**src/rtl/led_shift_driver_pkg.sv**
```systemverilog
// Shared constants, hold-time helper and frame FSM states for the MIDI LED driver.
// No logic, no latency, no backpressure.
package midi_pkg;

  localparam int PORTS_DEF = 16;
  localparam int CLOCK_HZ  = 12_000_000;

  function automatic int hold_cycles(input int clock, input int ms);
    return (clock / 1000) * ms;
  endfunction

  typedef enum logic [1:0] {
    ST_LOAD,
    ST_SHIFT_LO,
    ST_SHIFT_HI,
    ST_LATCH
  } state_e;

endpackage

```
**src/rtl/led_shift_driver_if.sv**
```systemverilog
// Activity inputs and 74HC595 chain outputs of the LED driver.
// Pure wiring; the activity source cannot be stalled.
interface led_shift_driver_if #(
  parameter int PORTS = 16
);
  logic [PORTS-1:0] act_in;
  logic [PORTS-1:0] act_out;
  logic             sck;
  logic             rck;
  logic             ser;
  logic             frame_done;

  modport master (output act_in, act_out, input sck, rck, ser, frame_done);
  modport slave  (input act_in, act_out, output sck, rck, ser, frame_done);
endinterface

```
**src/rtl/led_shift_driver_stretch.sv**
```systemverilog
// Per-bit pulse stretcher: lit stays high for HOLD cycles after the last act cycle.
// Latency 1 cycle (act -> lit); always accepts, no backpressure.
module activity_stretch #(
  parameter int HOLD  = 600_000,
  parameter int PORTS = 16
) (
  input  logic             clk,
  input  logic             rst_n,
  input  logic [PORTS-1:0] act,
  output logic [PORTS-1:0] lit
);
  localparam int            CW     = $clog2(HOLD + 1);
  localparam logic [CW-1:0] HOLD_V = CW'(HOLD);

  logic [CW-1:0] cnt_q [PORTS];
  logic [CW-1:0] cnt_d [PORTS];

  // A reload takes priority even when the counter is about to hit zero.
  always_comb begin
    for (int i = 0; i < PORTS; i++) begin
      cnt_d[i] = cnt_q[i];
      if (act[i]) begin
        cnt_d[i] = HOLD_V;
      end else if (cnt_q[i] != '0) begin
        cnt_d[i] = cnt_q[i] - CW'(1);
      end
      lit[i] = (cnt_q[i] != '0);
    end
  end

  always_ff @(posedge clk or negedge rst_n) begin
    if (!rst_n) begin
      for (int i = 0; i < PORTS; i++) cnt_q[i] <= '0;
    end else begin
      for (int i = 0; i < PORTS; i++) cnt_q[i] <= cnt_d[i];
    end
  end
endmodule

```
**src/rtl/led_shift_driver.sv**
```systemverilog
// Stretches port activity and serialises it MSB-first into a 74HC595 chain, one frame per 1+(4*PORTS+1)*SCK_DIV cycles.
// Worst-case pulse-to-LED latency two frames; free-running, no backpressure.
module led_shift_driver
  import midi_pkg::*;
#(
  parameter int PORTS      = PORTS_DEF,
  parameter int CLOCK      = CLOCK_HZ,
  parameter int HOLD_MS    = 50,
  parameter int SCK_DIV    = 4,
  parameter bit ACTIVE_LOW = 1'b0
) (
  input logic               clk,
  input logic               rst_n,
  led_shift_driver_if.slave io
);
  localparam int HOLD = hold_cycles(CLOCK, HOLD_MS);
  localparam int NB   = 2 * PORTS;
  localparam int BW   = $clog2(NB);
  localparam int PW   = (SCK_DIV > 1) ? $clog2(SCK_DIV) : 1;
  localparam logic [PW-1:0] PH_LAST = PW'(SCK_DIV - 1);

  logic [PORTS-1:0] lit_in;
  logic [PORTS-1:0] lit_out;

  activity_stretch #(.HOLD(HOLD), .PORTS(PORTS)) u_stretch_in (
    .clk(clk), .rst_n(rst_n), .act(io.act_in), .lit(lit_in)
  );
  activity_stretch #(.HOLD(HOLD), .PORTS(PORTS)) u_stretch_out (
    .clk(clk), .rst_n(rst_n), .act(io.act_out), .lit(lit_out)
  );

  state_e          state_q, state_d;
  logic [PW-1:0]   phase_q, phase_d;
  logic [BW-1:0]   bitcnt_q, bitcnt_d;
  logic [NB-1:0]   shreg_q, shreg_d;
  logic            sck_q, sck_d;
  logic            rck_q, rck_d;
  logic            ser_q, ser_d;
  logic            frame_done_q, frame_done_d;
  logic            phase_last;

  always_comb begin
    state_d    = state_q;
    phase_d    = phase_q;
    bitcnt_d   = bitcnt_q;
    shreg_d    = shreg_q;
    ser_d      = ser_q;
    phase_last = (phase_q == PH_LAST);
    case (state_q)
      ST_LOAD: begin
        shreg_d  = {lit_out, lit_in};
        bitcnt_d = BW'(NB - 1);
        phase_d  = '0;
        state_d  = ST_SHIFT_LO;
        ser_d    = shreg_d[NB-1] ^ ACTIVE_LOW;
      end
      ST_SHIFT_LO: begin
        if (phase_last) begin
          phase_d = '0;
          state_d = ST_SHIFT_HI;
        end else begin
          phase_d = phase_q + PW'(1);
        end
      end
      ST_SHIFT_HI: begin
        if (phase_last) begin
          phase_d = '0;
          if (bitcnt_q == '0) begin
            state_d = ST_LATCH;
          end else begin
            // ser only moves on the falling sck edge, so it is stable for the whole high phase.
            shreg_d  = shreg_q << 1;
            bitcnt_d = bitcnt_q - BW'(1);
            state_d  = ST_SHIFT_LO;
            ser_d    = shreg_d[NB-1] ^ ACTIVE_LOW;
          end
        end else begin
          phase_d = phase_q + PW'(1);
        end
      end
      ST_LATCH: begin
        if (phase_last) begin
          phase_d = '0;
          state_d = ST_LOAD;
        end else begin
          phase_d = phase_q + PW'(1);
        end
      end
      default: state_d = ST_LOAD;
    endcase
    sck_d        = (state_d == ST_SHIFT_HI);
    rck_d        = (state_d == ST_LATCH);
    frame_done_d = (state_d == ST_LATCH) && (phase_d == PH_LAST);
  end

  always_ff @(posedge clk or negedge rst_n) begin
    if (!rst_n) begin
      state_q      <= ST_LOAD;
      phase_q      <= '0;
      bitcnt_q     <= '0;
      shreg_q      <= '0;
      sck_q        <= 1'b0;
      rck_q        <= 1'b0;
      ser_q        <= 1'b0;
      frame_done_q <= 1'b0;
    end else begin
      state_q      <= state_d;
      phase_q      <= phase_d;
      bitcnt_q     <= bitcnt_d;
      shreg_q      <= shreg_d;
      sck_q        <= sck_d;
      rck_q        <= rck_d;
      ser_q        <= ser_d;
      frame_done_q <= frame_done_d;
    end
  end

  assign io.sck        = sck_q;
  assign io.rck        = rck_q;
  assign io.ser        = ser_q;
  assign io.frame_done = frame_done_q;
endmodule
```
**src/flat_wrapper.sv**
```systemverilog
// flat-port wrapper written by rule: the top's interface ports become plain ports
module led_shift_driver_flat import midi_pkg::*;
#(
  parameter int PORTS      = PORTS_DEF,
  parameter int CLOCK      = CLOCK_HZ,
  parameter int HOLD_MS    = 50,
  parameter int SCK_DIV    = 4,
  parameter bit ACTIVE_LOW = 1'b0
)
  (clk, rst_n, io_act_in, io_act_out, io_sck, io_rck, io_ser, io_frame_done);
  led_shift_driver_if #(.PORTS(PORTS)) io_i ();
  input logic clk;
  input logic rst_n;
  input wire logic [$bits(io_i.act_in)-1:0] io_act_in;
  input wire logic [$bits(io_i.act_out)-1:0] io_act_out;
  output wire logic [$bits(io_i.sck)-1:0] io_sck;
  output wire logic [$bits(io_i.rck)-1:0] io_rck;
  output wire logic [$bits(io_i.ser)-1:0] io_ser;
  output wire logic [$bits(io_i.frame_done)-1:0] io_frame_done;
  assign io_i.act_in = io_act_in;
  assign io_i.act_out = io_act_out;
  assign io_sck = io_i.sck;
  assign io_rck = io_i.rck;
  assign io_ser = io_i.ser;
  assign io_frame_done = io_i.frame_done;
  led_shift_driver #(.PORTS(PORTS), .CLOCK(CLOCK), .HOLD_MS(HOLD_MS), .SCK_DIV(SCK_DIV), .ACTIVE_LOW(ACTIVE_LOW)) u_core (.clk(clk), .rst_n(rst_n), .io(io_i));
endmodule
```
**config.mk**
```make
export PLATFORM = sky130hd
export DESIGN_NAME = led_shift_driver_flat
export DESIGN_NICKNAME = d
export VERILOG_FILES = /design/src/rtl/led_shift_driver_pkg.sv /design/src/rtl/led_shift_driver_if.sv /design/src/rtl/led_shift_driver_stretch.sv /design/src/rtl/led_shift_driver.sv /design/src/flat_wrapper.sv
export SDC_FILE = /design/constraint.sdc
export NUM_CORES = 1
export LEC_CHECK = 0
export BUFFER_PORTS_ARGS = -buffer_cell sky130_fd_sc_hd__buf_2
export CORE_ASPECT_RATIO = 0.9
export CORE_MARGIN = 3
export CORE_UTILIZATION = 67
export CTS_CLUSTER_SIZE = 28
export DETAILED_ROUTE_END_ITERATION = 7
export MAX_ROUTING_LAYER = met4
export PLACE_DENSITY_LB_ADDON = 0.25
export SYNTH_ARGS = -nofsm -noshare
export SYNTH_HDL_FRONTEND = slang
export SYNTH_SLANG_ARGS = --single-unit
```
**constraint.sdc**
```tcl
create_clock -name clk -period 7.73 [get_ports clk]
set_clock_uncertainty 0.05 [all_clocks]
set_input_delay 0.3865 -clock clk [delete_from_list [all_inputs] [get_ports clk]]
set_output_delay 0.3865 -clock clk [all_outputs]
set_load 0.01 [all_outputs]
```
Word level (Yosys, flattened, before mapping):

Index checks and enable logic that the tools add are counted.

* logic and storage cells: 233
* register bits: 684
* output and inout bits: 4
* input bits: 34

* $add $sub $neg: 34
* reduce and logical (&&, ||, !) cells: 70
* eq/ne operators: 9
* muxes and demuxes: 80

Operators with widths (count)
* 20-bit 2-to-1 mux: 64
* 20-bit nonzero test: 32
* 20-bit by 1-bit subtractor with 20-bit output, second input constant: 32
* 2-bit nonzero test: 33
* 31-bit 2-to-1 mux: 2
* 31-bit one-hot mux with 2 select lines: 1
* 2-bit equality test, second input constant: 6
* 2-bit 2-to-1 mux: 5
* 5-bit 2-to-1 mux: 2
* 5-bit one-hot mux with 2 select lines: 1
* 2-bit one-hot mux with 4 select lines: 1
* 5-bit logical NOT: 1
* 5-bit by 1-bit subtractor with 5-bit output, second input constant: 1
* 2-bit one-hot mux with 2 select lines: 1
* 3-bit AND reduction: 1
* 3-bit OR reduction: 1
* 2-bit by 1-bit adder with 2-bit output, second input constant: 1
* 2-bit by 1-bit equality test with 1-bit output, second input constant: 1
* 2-bit logical NOT: 1
* 1-bit 2-to-1 mux: 2
* 2-bit by 1-bit inequality test with 1-bit output, second input constant: 1
* 2-bit inequality test, second input constant: 1
* 1-bit one-hot mux with 2 select lines: 1
* 1-bit logical AND: 1

Logic depth before layout (Yosys ltp):

Gate-level depths: netlist (run 1).

* word-level depth: 6
* depth in mapped cells: 9
* mapped depth without buffers: 7

By module:

A second synthesis (run 1) with hierarchy kept.

* cell total of the unflattened synthesis: 3711
* area total of the unflattened synthesis: 36089.6 um2

By module, submodules not included
* activity_stretch at u_core.u_stretch_in: cells an instance 1795, area an instance 17106.4 um2, times used 1, sequential area each 8007.7 um2
* activity_stretch at u_core.u_stretch_out: cells an instance 1749, area an instance 16834.9 um2, times used 1, sequential area each 8007.7 um2
* led_shift_driver: cells an instance 167, area an instance 2148.3 um2, times used 1, sequential area each 1101.1 um2

Least setup slack after synthesis (run 1):

No wires, ideal clock.

* path kind: register to register
* start: register u_core.u_stretch_in.cnt_q[240] in the netlist's numbering
* end: register u_core.u_stretch_in.cnt_q[247] in the netlist's numbering
* library setup time: 0.131 ns
* period minus slack after synthesis: 2.510 ns
* arrival: 2.329 ns
* required time: 7.549 ns
* cell stages (with the launch flop): 9
* path buffers: 1
* path slack: 5.220 ns
* path through: dfrtp_1 -> inv_1 -> ha_1 -> or4b_4 -> or4_1 -> buf_4 -> o21ai_4 -> nor4_1 -> or3_1

* cells in the longest elaborated chain, start to end: 3
* elaborated cells between the ends (all ways): 5
* those cells by class: add/sub: 1; mux: 2; reduce/logical: 2

RTL lines
* start: declaration: line led_shift_driver_stretch.sv:15 `logic [CW-1:0] cnt_q [PORTS];`
* 20-bit by 1-bit subtractor with 20-bit output: line led_shift_driver_stretch.sv:25 `cnt_d[i] = cnt_q[i] - CW'(1);`
* 20-bit 2-to-1 mux: line led_shift_driver_stretch.sv:24 `end else if (cnt_q[i] != '0) begin`
* 20-bit 2-to-1 mux: line led_shift_driver_stretch.sv:22 `if (act[i]) begin`

Several ways; a longest one is shown, not always the timed one. The select of a mux whose other input is x is not followed.
A chain may end at the register's enable or synchronous reset.

Final worst setup path (run 1):

* start: register u_core.u_stretch_out.cnt_q[260] in the netlist's numbering
* end: register u_core.u_stretch_out.cnt_q[269] in the netlist's numbering

* cells in the longest elaborated chain, start to end: 3
* elaborated cells between the ends (all ways): 5
* those cells by class: add/sub: 1; mux: 2; reduce/logical: 2

RTL lines (line)
* start: declaration: led_shift_driver_stretch.sv:15
* 20-bit by 1-bit subtractor with 20-bit output: led_shift_driver_stretch.sv:25
* 20-bit 2-to-1 mux: led_shift_driver_stretch.sv:24
* 20-bit 2-to-1 mux: led_shift_driver_stretch.sv:22

Several ways; a longest one is shown, not always the timed one. The select of a mux whose other input is x is not followed.

==> impl_metrics.csv, run 1 <==
group,metric,value,unit
route,dr.pass1.iters,5,
final_layout,area_growth,8.61,%
clock_tree,clockBufferDepth,3,
clock_tree,clock_sinks,684,
timing,finalHoldViolCount,0,
global_routing,grt_pass1_vias,26100,
die,fp.dieArea,56400,sq um
setup_path,cpLargestDelayFamily,"simple AND/OR/NAND/NOR gates",
setup_path,path_class,"register to register",
clock_tree,post-cts-setup-buffers,0,
route,viasPerCell,6.10,
final_layout,stdcell_count,4521,
die,chipWidth,250,um
route,initialDrtViolationCount,1974,
worst_hold_path,hp-start,"io_act_in[15]",
timing,fin_setup_tns,0,ns
global_routing,overflow,0,
logic_synthesis,syn_area,35900,sq um
global_routing,grt_max_degree,168,
logic_synthesis,yosys.area.top_type_share,0.477,
route,drc,0,
logic_synthesis,yosysSeqAreaShare,0.477,
timing,finalCritPeriodShare,0.362,
setup_path,crit_chain,"inv_1 > ha_1 > nor4b_1 > nand4_1 > o21ai_1 > nor3_1 > or3b_1",
clock_tree,cts_tree,"done",
clock_tree,worstSkewPairLatency,0.62,ns
clock_tree,h-tree-depth,3,
placed_design,dpl.cell_count,4393,
logic_synthesis,ys_ff_latch,684,
die,core_area,52300,sq um
logic_synthesis,synth_fp_nets,3853,
outcome,status,"completed",
setup_path,path_max_fanout,8,
setup_path,reg2reg_from,"u_core.u_stretch_out.cnt_q[260]$_DFFE_PN0P_",
clock_tree,cts_made_buffers,71,
clock_tree,root_buffer,"clkbuf_16",
final_layout,final_common_cell,"dfrtp_1",
timing,slew_headroom,0.285,
logic_synthesis,synth_area_leaders,"dfrtp_1 48%, nor2_1 5.6%, xor2_1 5.5%",
setup_path,critPathBufInv,1,
logic_synthesis,ys_async_sr_fraction,1.00,
run,maxCapViolations,0,
timing,max_freq,0.358,GHz
die,start_util,0.686,
placed_design,dp_hpwl,45200,um
setup_path,worstSetupStartpoint,"u_core.u_stretch_out.cnt_q[260]$_DFFE_PN0P_",
placed_design,gp_congestion,0.843,
power_and_ir_drop,ir_worst_vdd,200,uV
logic_synthesis,ys.flop_type,"dfrtp_1",
global_routing,antenna_found_initial,1,
timing,rsz0062_at_grt,"no",
final_layout,layout_common_cells,"684 x dfrtp_1, 533 x nor2_1, 224 x xor2_1",
route,wirelength,71000,um
logic_synthesis,synth-edff-count,0,
route,wire_per_inst,15.7,um
final_layout,drive_gt1_frac,0.0647,
power_and_ir_drop,p_per_area,219,nW/um^2
setup_path,required,8.17,ns
logic_synthesis,avgSynthCellArea,9.49,sq um
route,final_antenna_net_count,0,
placed_design,postPlaceCellArea,36600,sq um
clock_tree,clk_pin_slew,0.06,ns
global_routing,grt_pass1_wl,122000,um
route,vias,27600,
timing,hold_ws,0.0960,ns
setup_path,worst_setup_path_end_kind,"register",
logic_synthesis,syn_inst,3781,
placed_design,io_buffer_count,37,
setup_path,r2r_slack,4.93,ns
setup_path,critPathLaunchType,"register",
logic_synthesis,yosysUniqueCellTypes,82,
die,rows,79,
timing,setup_viol,0,
final_layout,fill_cells,3694,
timing,worstMarginPinSlew,1.06,ns
clock_tree,cts_resized,0,
logic_synthesis,yosysTopAreaCell,"dfrtp_1",
logic_synthesis,ys_warn_count,0,
setup_path,cp_slowest_cell,"o21ai_1",
power_and_ir_drop,leakagePower,14.6,nW
setup_path,arrival,3.24,ns
final_layout,nNetsFinal,3851,
die,die_y,226,um
timing,fin_crit,2.80,ns
setup_path,cp_slowest_stage_delay,0.65,ns
final_layout,design_area,39000,sq um
worst_hold_path,hold_path.class,"input port to register",
timing,slew_violations,0,
die,io_pins,38,
global_routing,grt_usage,0.258,
==> area by class of cell <==
| class | count | area (sq um) | share of cell area |
|---|---|---|---|
| clock buffers | 109 | 2140 | 0.0550 |
| multi-input cells | 2887 | 18000 | 0.461 |
| inverters | 87 | 327 | 0.00838 |
| diodes | 1 | 2.50 | 0.0000642 |
| repair buffers | 48 | 318 | 0.00815 |
| clock inverters | 17 | 224 | 0.00575 |
| well taps | 688 | 861 | 0.0221 |
| flip-flops and latches | 684 | 17100 | 0.439 |
==> path summary, 6_finish.rpt <==
| check | to | cells past startpoint |
|---|---|---|
| worst max-delay path | u_core.u_stretch_out.cnt_q[269]$_DFFE_PN0P_ | 7 |
| worst min-delay path | u_core.u_stretch_in.cnt_q[11]$_DFFE_PN0P_ | 2 |
| worst max register to register | u_core.u_stretch_out.cnt_q[269]$_DFFE_PN0P_ | 7 |
| worst min register to register | u_core.phase_q[0]$_DFF_PN0_ | 1 |
| max in group asynchronous | u_core.u_stretch_in.cnt_q[307]$_DFFE_PN0P_ | 3 |
| min in group asynchronous | u_core.u_stretch_out.cnt_q[14]$_DFFE_PN0P_ | 2 |
==> logic make-up after synthesis <==
family,count (synthesis),synth area share
mux,42,0.0120
buf+inv,210,0.0226
fa+ha+maj,38,0.0133
flops,684,0.477
simple gates,1849,0.281
xor+xnor,383,0.0935
compound gates,575,0.101
==> what timing repair did <==
| item | in CTS | in global routing |
|---|---|---|
| hold buffers | 1 | 0 |
| hold endpoints to repair | 72 | 0 |
| endpoints found under the setup margin | 0 | 0 |
==> report_power, final <==
group	internal, mW	leakage (nW)	switching [mW]
clock	2.08	1.16	1.40
sequential	3.81	7.91	0.274
combinational	0.422	5.54	0.571
total	6.31	14.6	2.24
==> sequential cells by signal, indices dropped and copies added (netlist names) <==
signal                      count
u_core.io.ser                   1
u_core.phase_q                  2
u_core.io.frame_done            1
u_core.u_stretch_out.cnt_q    320
u_core.bitcnt_q                 5
u_core.io.sck                   1
u_core.shreg_q                 31
u_core.io.rck                   1
u_core.u_stretch_in.cnt_q     320
u_core.state_q                  2
==> stage by stage <==
stage               power, mW   util  worst slack, ns
finish                   8.55  0.745             4.93
detailed placement       5.11  0.700             4.95
floorplan                4.83      -             5.22
CTS                      8.62  0.745             4.95
global route             8.94  0.745             4.71
global placement         5.08  0.700             5.05
==> cell usage after synthesis, drive strengths merged (40+ instances only) <==
cell / number
dfrtp: 684
nor2: 536
xor2: 224
nor3: 190
o21ai: 183
nand2: 176
xnor2: 159
nor4: 150
nand2b: 148
a21oi: 145
nand3: 111
clkbuf: 107
or4: 101
inv: 86
or3: 82
nor2b: 66
a211oi: 56
nand4: 47
nand3b: 40
==> metal layers <==
metal,wire length [um],GRT usage,up-vias
li1,-,-,13600
met2,33200,0.405,466
met4,1260,0.0595,0
met5,0,-,-
met3,2810,0.0380,110
met1,33700,0.360,13400
No activity file was read; power rests on OpenSTA's default activity.
==> inputs of run 2 (changes only) <==
- CORE_UTILIZATION: 67 -> 58
- clock period: 7.73 -> 2.3 ns (I/O delays scaled with it)
==> impl_metrics.csv, run 2 (synthesis results as in run 1) <==
group,metric,value,unit
placed_design,dp_hpwl,49800,um
clock_tree,clock_sinks,684,
die,rows,85,
setup_path,arrival,2.77,ns
final_layout,layout_common_cells,"683 x dfrtp_1, 526 x nor2_1, 336 x buf_4",
setup_path,worst_setup_path_end_kind,"register",
die,io_pins,38,
clock_tree,worstSkewPairLatency,0.61,ns
route,drc,0,
placed_design,io_buffer_count,37,
global_routing,overflow,0,
clock_tree,clockBufferDepth,3,
route,wire_per_inst,15.3,um
final_layout,fill_cells,4414,
power_and_ir_drop,intPower,22.4,mW
final_layout,stdcell_count,4997,
route,final_antenna_net_count,0,
global_routing,grt_usage,0.242,
setup_path,path_max_fanout,7,
global_routing,grt_pass1_wl,131000,um
timing,max_freq,0.425,GHz
global_routing,grt_max_degree,79,
outcome,status,"finished with violations",
power_and_ir_drop,p_per_area,703,nW/um^2
clock_tree,cts_tree,"done",
setup_path,critPathBufInv,1,
timing,rsz0062_at_grt,"yes",
power_and_ir_drop,pwr-share-comb,0.148,
final_layout,area_growth,20.2,%
route,dr.pass1.iters,7,
placed_design,gp_congestion,0.852,
timing,layout_setup_ws,-0.0519,ns
timing,finalCritPeriodShare,1.02,
setup_path,cp_slowest_stage_delay,0.50,ns
power_and_ir_drop,seqPwrFrac,0.448,
setup_path,path_class,"register to register",
die,fp.dieArea,64900,sq um
clock_tree,h-tree-depth,3,
route,initialDrtViolationCount,2014,
global_routing,antenna_found_initial,1,
setup_path,crit_chain,"inv_2 > ha_4 > or4b_4 > or4_4 > o211ai_4 > nor3_1 > or3_1",
clock_tree,cts_made_buffers,73,
setup_path,required,2.72,ns
run,maxCapViolations,0,
power_and_ir_drop,switching_share,0.260,
setup_path,cpLargestDelayFamily,"simple AND/OR/NAND/NOR gates",
die,start_util,0.593,
clock_tree,root_buffer,"clkbuf_16",
die,chipWidth,268,um
setup_path,critPathLaunchType,"register",
power_and_ir_drop,pwr-share-clk,0.404,
power_and_ir_drop,power,30.3,mW
worst_hold_path,hold_path.class,"input port to register",
final_layout,top_regs,"u_core.u_stretch_in.cnt_q x320, u_core.u_stretch_out.cnt_q x320, u_core.shreg_q x31",
die,core_area,60500,sq um
timing,setup_viol,2,
outcome,violations,"negative setup slack",
die,die_y,242,um
placed_design,dp_slack,-0.0741,ns
setup_path,cp_slowest_cell,"or4_4",
final_layout,drive_gt1_frac,0.176,
power_and_ir_drop,ir_worst_vdd,652,uV
timing,worstMarginPinSlew,0.643,ns
placed_design,postPlaceCellArea,39400,sq um
timing,slew_headroom,0.567,
power_and_ir_drop,leakagePower,16.8,nW
route,viasPerCell,5.80,
final_layout,nNetsFinal,4233,
final_layout,utilization,0.713,
global_routing,grt_pass1_vias,28100,
timing,hold_ws,0.384,ns
timing,fin_crit,2.35,ns
clock_tree,clk_pin_slew,0.06,ns
placed_design,dpl.cell_count,4810,
timing,slew_violations,0,
timing,fin_setup_tns,-0.0844,ns
power_and_ir_drop,p_sw,7.89,mW
route,wirelength,76500,um
route,vias,29000,
final_layout,design_area,43100,sq um
timing,finalHoldViolCount,0,
final_layout,final_common_cell,"dfrtp_1",
==> run 2: changes by cell type in the layout (fill, tap and decap cells not counted), sizes merged <==
| cell | delta |
|---|---|
| clkinvlp | +1 |
| bufinv | +3 |
| buf | +344 |
| or2 | +1 |
| or4 | +2 |
| clkinv | +3 |
| dlygate4sd3 | +33 |
| clkbuf | -5 |
| inv | -1 |
==> run 2: layer usage <==
layer  GRT usage  wire (um)  up-vias  share of wire
met1       0.338      36800    14200           0.48
met2       0.377      36000      404           0.47
met4      0.0597       1510        0          0.020
li1            -          -    14300              -
met5           -          0        -              0
met3      0.0299       2200      111          0.029
==> run 2: what timing repair did <==
item	4_1_cts	5_1_grt
hold buffers	35	0
pin swaps	10	42
buffers inserted	4	17
endpoints found under the hold margin	1251	0
gates cloned	1	2
setup endpoints to repair	45	204
resized for setup	28	130
==> run 2: power groups by stage <==
stage | sequential, mW | combinational [mW] | clock (mW)
5_1_grt | 13.7 | 5.03 | 13.0
2_1_floorplan | 13.7 | 2.60 | 0
4_1_cts | 13.5 | 4.35 | 12.5
6_report | 13.6 | 4.48 | 12.2
3_3_place_gp | 13.7 | 4.10 | 0
3_5_place_dp | 13.7 | 4.22 | 0
==> run 2: cell type report <==
cell class | instances | area, sq um | area share
multi-input combinational | 2890 | 18800 | 0.436
sequential | 684 | 17100 | 0.397
timing repair buffer | 425 | 3380 | 0.0784
clock buffer | 104 | 2180 | 0.0505
tap | 783 | 980 | 0.0227
clock inverter | 23 | 328 | 0.00760
inverter | 87 | 327 | 0.00757
antenna | 1 | 2.50 | 0.0000580
==> run 2: final timing paths <==
| kind | cells after the start | start | slack [ns] | to |
|---|---|---|---|---|
| max reg2reg | 7 | u_core.u_stretch_in.cnt_q[240]$_DFFE_PN0P_ | -0.05 | u_core.u_stretch_in.cnt_q[253]$_DFFE_PN0P_ |
| min in group asynchronous | 3 | rst_n | 0.49 | u_core.u_stretch_in.cnt_q[266]$_DFFE_PN0P_ |
| max | 7 | u_core.u_stretch_in.cnt_q[240]$_DFFE_PN0P_ | -0.05 | u_core.u_stretch_in.cnt_q[253]$_DFFE_PN0P_ |
| min | 3 | io_act_out[12] | 0.38 | u_core.u_stretch_out.cnt_q[63]$_DFFE_PN0P_ |
| max in group asynchronous | 4 | rst_n | 0.97 | u_core.u_stretch_in.cnt_q[76]$_DFFE_PN0P_ |
| min reg2reg | 1 | u_core.phase_q[0]$_DFF_PN0_ | 0.41 | u_core.phase_q[0]$_DFF_PN0_ |
==> run 2: tightest hold or removal path: cells and delay by family <==
kind                   cells  cell delay [ns]
buffers and inverters      2             0.76
and+or+nand+nor            1             0.13
